<file path="config.mk">
export PLATFORM = sky130hd
export DESIGN_NAME = player_motion_ctrl
export DESIGN_NICKNAME = d
export VERILOG_FILES = /design/src/rtl/player_motion_ctrl.sv
export SDC_FILE = /design/constraint.sdc
export NUM_CORES = 1
export LEC_CHECK = 0
export CAP_MARGIN = 20
export CORE_MARGIN = 2
export CORE_UTILIZATION = 59
export CTS_CLUSTER_DIAMETER = 100
export DETAILED_ROUTE_END_ITERATION = 16
export HOLD_SLACK_MARGIN = 0.15
export PLACE_DENSITY = 0.81
export SYNTH_ARGS = -nofsm -noshare
export SYNTH_HDL_FRONTEND = slang
export SYNTH_SLANG_ARGS = --single-unit
</file>
<file path="constraint.sdc">
create_clock -name clk -period 6.67 [get_ports clk]
set_input_delay 0.667 -clock clk [delete_from_list [all_inputs] [get_ports clk]]
set_output_delay 0.667 -clock clk [all_outputs]
set_load 0.02 [all_outputs]
</file>
<file path="src/rtl/player_motion_ctrl.sv">
// Player movement controller: samples buttons on a rate tick, proposes a move,
// checks it with an external collision checker and slides along walls on rejection.
module player_motion_ctrl #(
    parameter int CLK_HZ      = 50_000_000,
    parameter int UPDATE_HZ   = 100,
    parameter int STEP        = 1,
    parameter int X_MIN       = 0,
    parameter int X_MAX       = 620,
    parameter int Y_MIN       = 0,
    parameter int Y_MAX       = 460,
    parameter int X_INIT      = 310,
    parameter int Y_INIT      = 220,
    parameter int CHK_TIMEOUT = 64
) (
    input  logic       clk,
    input  logic       rst,
    input  logic       enable,
    input  logic       mode,
    input  logic       left,
    input  logic       right,
    input  logic       up,
    input  logic       down,
    output logic       chk_req,
    output logic [9:0] chk_x,
    output logic [9:0] chk_y,
    input  logic       chk_ack,
    input  logic       chk_ok,
    output logic [9:0] x_pos,
    output logic [9:0] y_pos,
    output logic [2:0] heading,
    output logic       moved,
    output logic       busy
);
    localparam int P  = CLK_HZ / UPDATE_HZ;
    localparam int CW = (P > 1) ? $clog2(P) : 1;
    localparam int TW = $clog2(CHK_TIMEOUT + 1);

    typedef enum logic [2:0] {IDLE, SAMPLE, WAIT, RETRY, COMMIT} state_t;

    state_t             state_q, state_d;
    logic [CW-1:0]      tick_cnt_q, tick_cnt_d;
    logic               tick_pend_q, tick_pend_d;
    logic [9:0]         x_q, x_d, y_q, y_d;
    logic [2:0]         head_q, head_d;
    logic signed [1:0]  dx_q, dx_d, dy_q, dy_d;
    logic [1:0]         att_q, att_d;
    logic               chk_req_q, chk_req_d;
    logic [9:0]         chk_x_q, chk_x_d, chk_y_q, chk_y_d;
    logic               moved_q, moved_d;
    logic [TW-1:0]      to_q, to_d;
    logic               tick;

    function automatic logic [9:0] step_clamp(input logic [9:0] pos, input logic signed [1:0] d,
                                              input int lo, input int hi);
        int c;
        c = int'(pos) + int'(d) * STEP;
        if (c < lo) c = lo;
        if (c > hi) c = hi;
        return c[9:0];
    endfunction

    // Unit vector per heading; screen y grows downwards, so "north" is -1.
    function automatic logic signed [3:0] head_vec(input logic [2:0] h);
        case (h)
            3'd0:    return {2'sb01, 2'sb00};
            3'd1:    return {2'sb01, 2'sb11};
            3'd2:    return {2'sb00, 2'sb11};
            3'd3:    return {2'sb11, 2'sb11};
            3'd4:    return {2'sb11, 2'sb00};
            3'd5:    return {2'sb11, 2'sb01};
            3'd6:    return {2'sb00, 2'sb01};
            default: return {2'sb01, 2'sb01};
        endcase
    endfunction

    assign tick = (tick_cnt_q == CW'(P - 1));

    // Button decode for SAMPLE: new heading and the requested direction.
    logic [2:0]        head_n;
    logic signed [1:0] dx_s, dy_s;
    logic signed [3:0] hv;
    always_comb begin
        head_n = head_q;
        dx_s   = 2'sb00;
        dy_s   = 2'sb00;
        hv     = 4'sb0000;
        if (mode) begin
            if (left && !right)      head_n = head_q + 3'd1;
            else if (right && !left) head_n = head_q - 3'd1;
            hv = head_vec(head_n);
            if (up && !down) begin
                dx_s = hv[3:2];
                dy_s = hv[1:0];
            end else if (down && !up) begin
                dx_s = -hv[3:2];
                dy_s = -hv[1:0];
            end
        end else begin
            if (right && !left)      dx_s = 2'sb01;
            else if (left && !right) dx_s = 2'sb11;
            if (down && !up)         dy_s = 2'sb01;
            else if (up && !down)    dy_s = 2'sb11;
        end
    end

    // Attempt 0 = full move, 1 = x only, 2 = y only.
    logic signed [1:0] dsel_x, dsel_y;
    logic [9:0]        nx, ny;
    logic [9:0]        cand_x [3];
    logic [9:0]        cand_y [3];
    logic [2:0]        axis_ok, avail;
    logic [2:0]        start_idx;
    logic              found;
    logic [1:0]        pick;

    assign dsel_x  = (state_q == SAMPLE) ? dx_s : dx_q;
    assign dsel_y  = (state_q == SAMPLE) ? dy_s : dy_q;
    assign nx      = step_clamp(x_q, dsel_x, X_MIN, X_MAX);
    assign ny      = step_clamp(y_q, dsel_y, Y_MIN, Y_MAX);
    assign axis_ok = {dsel_y != 2'sb00, dsel_x != 2'sb00, (dsel_x != 2'sb00) || (dsel_y != 2'sb00)};

    genvar gi;
    generate
        for (gi = 0; gi < 3; gi++) begin : g_att
            assign cand_x[gi] = (gi == 2) ? x_q : nx;
            assign cand_y[gi] = (gi == 1) ? y_q : ny;
            // A clamped proposal that goes nowhere counts as already rejected.
            assign avail[gi]  = axis_ok[gi] && ((cand_x[gi] != x_q) || (cand_y[gi] != y_q));
        end
    endgenerate

    assign start_idx = (state_q == SAMPLE) ? 3'd0 : ({1'b0, att_q} + 3'd1);

    always_comb begin
        found = 1'b0;
        pick  = 2'd0;
        for (int k = 2; k >= 0; k--) begin
            if (avail[k] && (k >= int'(start_idx))) begin
                found = 1'b1;
                pick  = 2'(k);
            end
        end
    end

    always_comb begin
        state_d     = state_q;
        tick_cnt_d  = tick ? '0 : tick_cnt_q + CW'(1);
        tick_pend_d = tick_pend_q | tick;
        x_d         = x_q;
        y_d         = y_q;
        head_d      = head_q;
        dx_d        = dx_q;
        dy_d        = dy_q;
        att_d       = att_q;
        chk_req_d   = chk_req_q;
        chk_x_d     = chk_x_q;
        chk_y_d     = chk_y_q;
        moved_d     = 1'b0;
        to_d        = to_q;
        case (state_q)
            IDLE: begin
                if ((tick_pend_q || tick) && enable) begin
                    state_d     = SAMPLE;
                    tick_pend_d = 1'b0;
                end
            end
            SAMPLE, RETRY: begin
                if (state_q == SAMPLE) begin
                    head_d = head_n;
                    dx_d   = dx_s;
                    dy_d   = dy_s;
                end
                if (found) begin
                    chk_req_d = 1'b1;
                    chk_x_d   = cand_x[pick];
                    chk_y_d   = cand_y[pick];
                    att_d     = pick;
                    to_d      = '0;
                    state_d   = WAIT;
                end else begin
                    state_d = IDLE;
                end
            end
            WAIT: begin
                if (chk_ack) begin
                    chk_req_d = 1'b0;
                    state_d   = chk_ok ? COMMIT : RETRY;
                end else if (to_q == TW'(CHK_TIMEOUT - 1)) begin
                    chk_req_d = 1'b0;
                    state_d   = RETRY;
                end else begin
                    to_d = to_q + TW'(1);
                end
            end
            COMMIT: begin
                x_d     = chk_x_q;
                y_d     = chk_y_q;
                moved_d = 1'b1;
                state_d = IDLE;
            end
            default: state_d = IDLE;
        endcase
    end

    always_ff @(posedge clk) begin
        if (!rst) begin
            state_q     <= IDLE;
            tick_cnt_q  <= '0;
            tick_pend_q <= 1'b0;
            x_q         <= 10'(X_INIT);
            y_q         <= 10'(Y_INIT);
            head_q      <= 3'd0;
            dx_q        <= 2'sb00;
            dy_q        <= 2'sb00;
            att_q       <= 2'd0;
            chk_req_q   <= 1'b0;
            chk_x_q     <= 10'(X_INIT);
            chk_y_q     <= 10'(Y_INIT);
            moved_q     <= 1'b0;
            to_q        <= '0;
        end else begin
            state_q     <= state_d;
            tick_cnt_q  <= tick_cnt_d;
            tick_pend_q <= tick_pend_d;
            x_q         <= x_d;
            y_q         <= y_d;
            head_q      <= head_d;
            dx_q        <= dx_d;
            dy_q        <= dy_d;
            att_q       <= att_d;
            chk_req_q   <= chk_req_d;
            chk_x_q     <= chk_x_d;
            chk_y_q     <= chk_y_d;
            moved_q     <= moved_d;
            to_q        <= to_d;
        end
    end

    assign chk_req = chk_req_q;
    assign chk_x   = chk_x_q;
    assign chk_y   = chk_y_q;
    assign x_pos   = x_q;
    assign y_pos   = y_q;
    assign heading = head_q;
    assign moved   = moved_q;
    assign busy    = (state_q != IDLE);
endmodule
</file>
==> results of run 1 <==
[synthesized netlist by cell type (all sizes together) (10+ instances only)]
cell type / number
nor3: 17
nor2: 61
nand3: 31
inv: 38
and3: 16
o21ai: 32
ha: 34
o211ai: 12
xor2: 19
clkbuf: 20
a21oi: 50
mux2i: 11
xnor2: 19
or3: 10
a21o: 12
buf: 15
dfxtp: 81
a211oi: 19
nand2: 78
[final timing paths]
check | startpoint | endpoint | slack [ns] | depth (start not counted)
setup / recovery | right | chk_y[2] | 0.32 | 24
hold / removal | to_q[6] | to_q[6] | 0.45 | 1
setup reg to reg | heading[0] | chk_y[2] | 0.58 | 23
hold reg to reg | to_q[6] | to_q[6] | 0.45 | 1
[power by group]
part,switching [mW],internal [mW],total (mW),leakage (nW)
clock,0.192,0.187,0.378,0.105
sequential,0.00109,0.485,0.486,0.654
combinational,0.0196,0.0144,0.0340,2.20
[sequential cells by signal, summed over array words and instances, names as in the netlist]
| register | count |
|---|---|
| tick_cnt_q | 19 |
| chk_x | 10 |
| chk_y | 10 |
| x_pos | 10 |
| y_pos | 10 |
| to_q | 7 |
| heading | 3 |
| state_q | 3 |
| att_q | 2 |
| dx_q | 2 |
| dy_q | 2 |
| chk_req | 1 |
| moved | 1 |
| tick_pend_q | 1 |
[area by class of cell]
class                   count  area share, %
repair buffers            114           14.3
multi-input cells         584           56.1
clock inverters             5          0.886
flip-flops and latches     81           22.5
well taps                 133           2.31
inverters                  38           1.98
clock buffers              11           1.96
[critical path: stages]
cell	delay, ns
clkdlybuf4s50_1	0.49
inv_1	0.07
ha_1	0.22
nand3b_1	0.22
a211oi_4	0.31
mux2i_1	0.16
a221oi_4	0.33
and2_1	0.21
inv_2	0.10
ha_1	0.36
a21oi_1	0.29
o211ai_1	0.24
buf_4	0.21
and3_1	0.14
o41ai_1	0.36
nand3b_1	0.23
o21ai_1	0.12
a22o_1	0.20
a221o_1	0.36
a2111o_1	0.49
o21ai_4	0.24
buf_4	0.17
a2bb2oi_1	0.07
a221o_1	0.33
[per-layer routing]
metal | routed length, um | part of all wire, %
met4 | 385 | 2.3
met2 | 8330 | 50
met5 | 0 | 0
met1 | 7080 | 42
met3 | 1000 | 6.0
[logic make-up (layout without fill, tap and decap cells)]
| group | Yosys count | count (layout) | share of synthesized area (%) |
|---|---|---|---|
| AOI/OAI and AO/OA | 230 | 230 | 28.8 |
| xor gates and xnor gates | 38 | 38 | 5.58 |
| adders and majority gates | 36 | 36 | 7.80 |
| buffers and inverters | 73 | 168 | 6.25 |
| DFF | 81 | 81 | 27.2 |
| muxes | 12 | 12 | 2.03 |
| and+or+nand+nor | 268 | 268 | 22.4 |
[repair_timing]
item | in CTS | in global routing
buffers inserted | 0 | 3
gates resized for setup | 0 | 11
endpoints found under the setup margin | 0 | 14
==> metrics.md, run 1 <==
| Metric | Value |
|---|---|
| Run status | completed |
| Top post-synthesis cells by area | dfxtp_1, ha_1, nand2_1 |
| Worst Setup Path Type | in -> reg |
| Placeable Area | 0.00977 sq mm |
| Fin crit period | 6.35 ns |
| Top_reg_cell synth | dfxtp_1 |
| Yosys top cell by area | dfxtp_1 |
| WL per Instance | 17.4 um |
| DR pass1 iterations | 5 |
| Register Area | 0.00162 sq mm |
| Post-layout util | 73.7% |
| Seq/Total Area, Yosys | 27.2% |
| Least-Margin Pin Slew | 1.04 ns |
| Max Fclk | 157 MHz |
| Skew-Pair Late Insertion Delay | 0.36 ns |
| DP HPWL | 12800 um |
| Most common cell after layout, fill and taps aside | dfxtp_1 |
| Post-place setup slack | -0.0794 ns |
| CP Launch Type | input pin |
| Routed WL | 16800 um |
| CTS tree | built |
| Row count | 36 |
| Mapped Avg Cell Area | 8.09 sq um |
| Fin. Hold Viols | 0 |
| Cells after synthesis | 738 |
| Non-Filler Instances | 966 |
| IO Count | 56 |
| Hold slack | 0.450 ns |
| Clock Skew | 0.0142 ns |
| Fin Setup TNS | 0 ns |
| Register bit total from synthesis | 81 |
| Via/cell ratio | 6.30 |
| Worst Setup Slack, final | 0.315 ns |
| Total power | 0.898 mW |
| Hold Path Class | reg -> reg |
| Vias in the first global route | 5723 |
| Layout cells sized above 1 | 14.3% |
| Slew HR | 30.6% |
| ANT cells | 0 |
| Met1 Usage GRT | 36.9% |
| Tcrit/Tclk final | 95.3% |
| Synthesized area | 0.00597 sq mm |
| Starting density of the core | 61.1% |
| Die X | 105 um |
| 1st-iter DRT viols | 427 |
| Most used routing layer | met2 |
| Root buffer cell | clkbuf_8 |
| Clk slew on worst S/H paths | 0.09 ns |
| Nets@finish | 874 |
| Remaining global-route overflow | 0 |
| Synth top area share | 27.2% |
| Largest net degree at the start of global routing | 32 |
| Crit-path max FO | 8 |
| Die Area | 0.0109 sq mm |
| Yosys warnings | 0 |
| CTS sink count | 81 |
| Final Setup Violations | 0 |
| EDFF count, synth | 0 |
| Met3 GRT Util | 4.93% |
| Hold_buf cts | 0 |
| Syn nets | 784 |
| Maximum VDD drop | 0.209 mV |
| P&R area growth vs syn | 20.7% |
| Count of unique library cells instantiated by Yosys | 93 |
| Placed Cells | 947 |
| Max Cap Viol | 0 |
| First-pass GRT wire length | 27300 um |
| Commonest cells after routing, fill and taps aside | dfxtp_1, nand2_1, nor2_1 |
| CTS Buffer Depth | 2 |
| Total GRT Usage | 30.1% |
| Post-route cell area | 0.00721 sq mm |
| Buffers on Ports | 55 |
| P_leak | 2.96 nW |
| Fin. max-slew vios | 0 |
| CP arrival | 6.60 ns |
| Area post-placement | 0.00690 sq mm |
| Fraction of registers with async set/reset | 0% |
| DRC Markers | 0 |
| DR vias | 6083 |
| P per Cell Area | 125 mW/mm^2 |
| Crit. End Element | register |
| Fillers | 802 |
| WP data required | 6.91 ns |
| Routability cong. | 1.00 |
| Antenna viol nets, final | 0 |
| Initial antenna violation count | 0 |
| Area of the multi-input gates | 0.00404 sq mm |
| GR Util met2 | 53.8% |
| Cts bufs inserted | 9 |
| H-tree depth | 3 |
| Die H | 105 um |
Note: power is estimated with default switching activity, not from simulation.
==> run 2, diff against run 1 <==
Settings changed: ABC_AREA set to 1, CORE_UTILIZATION 59 to 58, PLACE_DENSITY 0.81 to 0.8.
==> metrics.md, run 2 <==
| Metric | Value |
|---|---|
| Maximum VDD drop | 0.0927 mV (was 0.209 mV) |
| Seq/Total Area, Yosys | 28.5% (was 27.2%) |
| DR pass1 iterations | 5 (unchanged) |
| Largest net degree at the start of global routing | 43 (was 32) |
| Hold path cells | 1 (unchanged) |
| Post_cts resized | 0 (unchanged) |
| Sw Ratio | 25.5% (was 23.6%) |
| Max Cap Viol | 0 (unchanged) |
| Tcrit/Tclk final | 89.5% (was 95.3%) |
| CP peak stage delay | 0.75 ns (was 0.49 ns) |
| WP data required | 6.96 ns (was 6.91 ns) |
| RSZ-0062 raised after global routing | no |
| Non-Filler Instances | 1068 (was 966) |
| P_leak | 3.11 nW (was 2.96 nW) |
| Crit. End Element | register (unchanged) |
| 1st-iter DRT viols | 254 (was 427) |
| Cts bufs inserted | 9 (unchanged) |
| Total GRT Usage | 27.7% (was 30.1%) |
| Int Pwr | 0.646 mW (was 0.686 mW) |
| Via/cell ratio | 5.43 (was 6.30) |
| Register Area | 0.00162 sq mm (unchanged) |
| Die H | 103 um (was 105 um) |
| Register bit total from synthesis | 81 (unchanged) |
| Reg2reg start | heading[0] (unchanged) |
| Clock Skew | 0.0127 ns (was 0.0142 ns) |
| Max Fclk | 168 MHz (was 157 MHz) |
| Commonest cells after routing, fill and taps aside | nand2_1, inv_1, dfxtp_1 (was dfxtp_1, nand2_1, nor2_1) |
| Routed WL | 14200 um (was 16800 um) |
| Yosys warnings | 0 (unchanged) |
| DRC Markers | 0 (unchanged) |
| Remaining global-route overflow | 0 (unchanged) |
| Die Area | 0.0106 sq mm (was 0.0109 sq mm) |
| Total power | 0.867 mW (was 0.898 mW) |
| Placeable Area | 0.00964 sq mm (was 0.00977 sq mm) |
| Synth top area share | 28.5% (was 27.2%) |
| Buffers on Ports | 55 (unchanged) |
| Final Setup Violations | 0 (unchanged) |
| P per Cell Area | 133 mW/mm^2 (was 125 mW/mm^2) |
| Comb power frac | 4.1% (was 3.8%) |
| Fraction of registers with async set/reset | 0% (unchanged) |
| Most common cell after layout, fill and taps aside | nand2_1 (was dfxtp_1) |
| Worst Setup Path Type | in -> reg (unchanged) |
| Mapped Avg Cell Area | 6.45 sq um (was 8.09 sq um) |
| Syn nets | 928 (was 784) |
| CP arrival | 6.26 ns (was 6.60 ns) |
| Synthesized area | 0.00569 sq mm (was 0.00597 sq mm) |
| Fin. max-slew vios | 0 (unchanged) |
| Layout cells sized above 1 | 7.38% (was 14.3%) |
| Root buffer cell | clkbuf_8 (unchanged) |
| Starting density of the core | 59.0% (was 61.1%) |
| DP HPWL | 10900 um (was 12800 um) |
| Least-Margin Pin Slew | 0.892 ns (was 1.04 ns) |
| Hold Path Class | reg -> reg (unchanged) |
| Hold_buf cts | 0 (unchanged) |
| P&R area growth vs syn | 14.3% (was 20.7%) |
| Fin. Hold Viols | 0 (unchanged) |
| Post-place setup slack | 0.439 ns (was -0.0794 ns) |
| P_sw | 0.221 mW (was 0.212 mW) |
| Initial antenna violation count | 0 (unchanged) |
| Post-route cell area | 0.00650 sq mm (was 0.00721 sq mm) |
| Post-CTS Setup Bufs | 0 (unchanged) |
| Synth top cells by count | nand2_1, inv_1, dfxtp_1 (was dfxtp_1, nand2_1, nor2_1) |
| Slowest cell on crit path | nor2_1 (was clkdlybuf4s50_1) |
| Antenna viol nets, final | 0 (unchanged) |
| CP startpoint | left (was right) |
| Nets@finish | 976 (was 874) |
| WL per Instance | 13.3 um (was 17.4 um) |
| Max reg flops | 19 (unchanged) |
| Most used cell, CP | nand2_1 |
| Seq pwr share | 56.0% (was 54.1%) |
| CTS tree | built (unchanged) |
| Top post-synthesis cells by area | dfxtp_1, nand2_1, ha_1 (was dfxtp_1, ha_1, nand2_1) |
| Run status | completed (unchanged) |
| Fillers | 905 (was 802) |
| Area post-placement | 0.00632 sq mm (was 0.00690 sq mm) |
| ANT cells | 0 (unchanged) |
| Cells after synthesis | 882 (was 738) |
| Worst Setup Slack, final | 0.702 ns (was 0.315 ns) |
| CTS sink count | 81 (unchanged) |
| Vias in the first global route | 5397 (was 5723) |
| Most frequent cell after synthesis | nand2_1 (was dfxtp_1) |
| Clock power share | 39.9% (was 42.1%) |
| Crit-path max FO | 18 (was 8) |
| Largest Register | tick_cnt_q (unchanged) |
| Skew-Pair Late Insertion Delay | 0.36 ns (about the same) |
| DR vias | 5794 (was 6083) |
| CP Launch Type | input pin (unchanged) |
| Hold Startpoint | tick_cnt_q[0] (was to_q[6]) |
| Row count | 36 (unchanged) |
| Top_reg_cell synth | dfxtp_1 (unchanged) |
| Routability cong. | 0.950 (was 1.00) |
| EDFF count, synth | 0 (unchanged) |
| H-tree depth | 3 (unchanged) |
| Yosys top cell by area | dfxtp_1 (unchanged) |
| Count of unique library cells instantiated by Yosys | 40 (was 93) |
| Area of the multi-input gates | 0.00350 sq mm (was 0.00404 sq mm) |
| CTS Buffer Depth | 2 (unchanged) |
| Fin crit period | 5.97 ns (was 6.35 ns) |
| Placed Cells | 1052 (was 947) |
| Die X | 103 um (was 105 um) |
| IO Count | 56 (unchanged) |
| First-pass GRT wire length | 23800 um (was 27300 um) |
| Fin Setup TNS | 0 ns (unchanged) |
| Clk slew on worst S/H paths | 0.08 ns (was 0.09 ns) |
| R2R depth | 33 (was 23) |
| Slew HR | 40.3% (was 30.6%) |
[run 2: cell count changes in the layout (fill, tap and decap cells not counted), moves of 19 or more]
cell	previous run	this run
nand2_1	78	246
inv_1	37	111
buf_4	56	2
nand3_1	31	80
nand4_1	5	24
xnor2_1	19	0
[run 2: per-stage QoR]
stage               utilization (%)  hold slack [ns]
floorplan                         -            0.418
global placement               65.5            0.424
detailed placement             65.5            0.437
CTS                            67.5            0.454
global route                   67.5            0.479
finish                         67.5            0.450
[run 2: final timing paths]
check        slack [ns]            end
max reg2reg        1.09       chk_x[7]
min                0.45  tick_cnt_q[0]
max                0.70       chk_x[7]
min reg2reg        0.45  tick_cnt_q[0]
[run 2: metal layers]
metal / track usage (%) / wire length, um / up-vias / part of all wire, %
met5: 0 / 0 / - / 0
met2: 48.3 / 6910 / 167 / 49
met3: 2.92 / 679 / 40 / 4.8
li1: - / - / 2984 / -
met4: 11.7 / 435 / 0 / 3.1
met1: 34.6 / 6220 / 2603 / 44
[run 2: critical path: cells and delay by family]
kind            cells  cell delay [ns]
fa+ha+maj           2             0.68
compound gates      3             0.76
xor+xnor            1             0.25
simple gates       24             3.01
buf+inv             4             0.86
[run 2: kinds of logic (layout without fill, tap and decap cells)]
family | after synthesis | in the layout | share of synthesized area, %
buf+inv | 143 | 196 | 9.98
fa+ha+maj | 36 | 36 | 8.18
simple gates | 478 | 478 | 38.1
compound gates | 130 | 130 | 13.1
xor+xnor | 14 | 14 | 2.15
flops | 81 | 81 | 28.5
[run 2: area by class of cell]
type / instances / share of cell area (%)
multi-input combinational: 658 / 53.8
sequential: 81 / 24.9
timing repair buffer: 57 / 8.70
inverter: 123 / 7.10
tap: 133 / 2.56
clock buffer: 10 / 2.12
clock inverter: 6 / 0.750
[run 2: power by group through the flow]
stage | logic [mW] | clock network, mW | registers [mW]
after floorplan | 0.0236 | 0 | 0.497
after global placement | 0.0339 | 0 | 0.497
after detailed placement | 0.0349 | 0 | 0.497
after CTS | 0.0351 | 0.351 | 0.486
after global routing | 0.0400 | 0.373 | 0.486
final | 0.0354 | 0.346 | 0.485
==> run 3, diff against run 2 <==
Settings changed: PLACE_DENSITY 0.8 to 0.82.
==> metrics.md, run 3 (synthesis gave the netlist of run 2 again) <==
| Metric | Value |
|---|---|
| Hold_buf cts | 0 (unchanged) |
| DP HPWL | 10300 um (was 10900 um) |
| Routability cong. | 0.998 (was 0.950) |
| Via/cell ratio | 5.27 (was 5.43) |
| Routed WL | 13500 um (was 14200 um) |
| IO Count | 56 (unchanged) |
| ANT cells | 0 (unchanged) |
| Hold Path Class | reg -> reg (unchanged) |
| CTS sink count | 81 (unchanged) |
| WP data required | 6.97 ns (was 6.96 ns) |
| First-pass GRT wire length | 22700 um (was 23800 um) |
| Total GRT Usage | 26.5% (was 27.7%) |
| Post-CTS Setup Bufs | 0 (unchanged) |
| Fin. Hold Viols | 0 (unchanged) |
| Fin. max-slew vios | 0 (unchanged) |
| P per Cell Area | 138 mW/mm^2 (was 133 mW/mm^2) |
| Tcrit/Tclk final | 85.5% (was 89.5%) |
| WL per Instance | 12.7 um (was 13.3 um) |
| Cts bufs inserted | 9 (unchanged) |
| Fillers | 922 (was 905) |
| Nets@finish | 976 (unchanged) |
| R2R depth | 31 (was 33) |
| Post-place setup slack | 0.686 ns (was 0.439 ns) |
| Most used cell, CP | nand2_1 (unchanged) |
| Register Area | 0.00162 sq mm (unchanged) |
| Root buffer cell | clkbuf_8 (unchanged) |
| Commonest cells after routing, fill and taps aside | nand2_1, inv_1, dfxtp_1 (unchanged) |
| WHS Endpoint | tick_cnt_q[0] (unchanged) |
| RSZ-0062 raised after global routing | no (unchanged) |
| CP peak stage delay | 0.74 ns (was 0.75 ns) |
| Crit-path max FO | 16 (was 18) |
| Vias in the first global route | 5082 (was 5397) |
| Slew HR | 38.6% (was 40.3%) |
| Clock Skew | 0.0144 ns (was 0.0127 ns) |
| Most common cell after layout, fill and taps aside | nand2_1 (unchanged) |
| 1st-iter DRT viols | 284 (was 254) |
| Largest Register | tick_cnt_q (unchanged) |
| Skew-Pair Late Insertion Delay | 0.36 ns (about the same) |
| CP Launch Type | input pin (unchanged) |
| CTS Buffer Depth | 2 (unchanged) |
| Die H | 103 um (unchanged) |
| Run status | completed (unchanged) |
| Die X | 103 um (unchanged) |
| Post_cts resized | 0 (unchanged) |
| CP arrival | 6.00 ns (was 6.26 ns) |
| RR Endpoint | chk_x[7] (unchanged) |
| CTS tree | built (unchanged) |
| Hold Startpoint | tick_cnt_q[0] (unchanged) |
| Max reg flops | 19 (unchanged) |
| Initial antenna violation count | 0 (unchanged) |
| Worst Setup Path Type | in -> reg (unchanged) |
| Top delay family on crit path | simple AND/OR/NAND/NOR gates (unchanged) |
| Starting density of the core | 59.0% (unchanged) |
| Worst Setup Slack, final | 0.966 ns (was 0.702 ns) |
| Remaining global-route overflow | 0 (unchanged) |
| Slowest cell on crit path | nor2_1 (unchanged) |
| Antenna viol nets, final | 0 (unchanged) |
| DR vias | 5632 (was 5794) |
| Least-Margin Pin Slew | 0.918 ns (was 0.892 ns) |
| Fin Setup TNS | 0 ns (unchanged) |
| Area of the multi-input gates | 0.00350 sq mm (unchanged) |
| Layout cells sized above 1 | 7.38% (unchanged) |
| Register-to-register setup slack | 1.33 ns (was 1.09 ns) |
| Buf+Inv Stages, Crit Path | 4 (unchanged) |
| Clk slew on worst S/H paths | 0.09 ns (was 0.08 ns) |
| Max Fclk | 175 MHz (was 168 MHz) |
| Die Area | 0.0106 sq mm (unchanged) |
| Final Setup Violations | 0 (unchanged) |
| P&R area growth vs syn | 14.8% (was 14.3%) |
| Hold path cells | 1 (unchanged) |
| Crit. End Element | register (unchanged) |
| Max Cap Viol | 0 (unchanged) |
| DR pass1 iterations | 5 (unchanged) |
| Placeable Area | 0.00964 sq mm (unchanged) |
| Maximum VDD drop | 0.101 mV (was 0.0927 mV) |
| Reg2reg start | heading[0] (unchanged) |
| P_leak | 3.13 nW (was 3.11 nW) |
| Fin crit period | 5.70 ns (was 5.97 ns) |
| Row count | 36 (unchanged) |
| Buffers on Ports | 55 (unchanged) |
| Largest net degree at the start of global routing | 43 (unchanged) |
| DRC Markers | 0 (unchanged) |
| H-tree depth | 3 (unchanged) |
-- run 3: cell types whose count changed in the layout (fill, tap and decap cells not counted), sizes merged --
cell	delta
bufinv	+1
clkinv	+3
clkinvlp	-3
inv	-1
-- run 3: how the worst max path moves through the flow --
stage                from        to  slack (ns)  cells past startpoint
finish               left  chk_x[7]        0.97                     32
floorplan           right   to_q[2]        2.18                     32
global placement     left  chk_x[7]        0.73                     32
detailed placement   left  chk_x[7]        0.69                     32
global route         left  chk_x[7]        0.33                     32
CTS                  left  chk_x[7]        1.04                     32
-- run 3: area by class of cell --
class,instances,share of cell area (%)
Multi-Input combinational cell,658,53.6
Sequential cell,81,24.8
Timing Repair Buffer,57,8.66
Inverter,123,7.07
Tap cell,133,2.55
Clock buffer,10,2.11
Clock inverter,6,1.17
-- run 3: metrics by stage --
stage / cells / instance area (sq um) / hold slack [ns] / utilization (%) / power, mW
after floorplan: 882 / 5690 / 0.418 / - / 0.520
after global placement: 1052 / 6320 / 0.433 / 65.5 / 0.531
after detailed placement: 1052 / 6320 / 0.436 / 65.5 / 0.531
after CTS: 1068 / 6530 / 0.460 / 67.7 / 0.907
after global routing: 1068 / 6530 / 0.479 / 67.7 / 0.933
final: 1068 / 6530 / 0.455 / 67.7 / 0.901
-- run 3: power by group --
| part | internal, mW | switching (mW) | leakage (nW) | total (mW) |
|---|---|---|---|---|
| Clock | 0.188 | 0.192 | 0.109 | 0.380 |
| Sequential | 0.485 | 0.000915 | 0.654 | 0.485 |
| Combinational | 0.0129 | 0.0221 | 2.37 | 0.0351 |
-- run 3: layer usage --
layer	GRT usage (%)	vias up	share of wire [%]
met5	0	-	0
met4	9.92	0	3.0
met3	4.41	37	4.4
met2	43.8	131	46
met1	34.9	2491	47
li1	-	2973	-
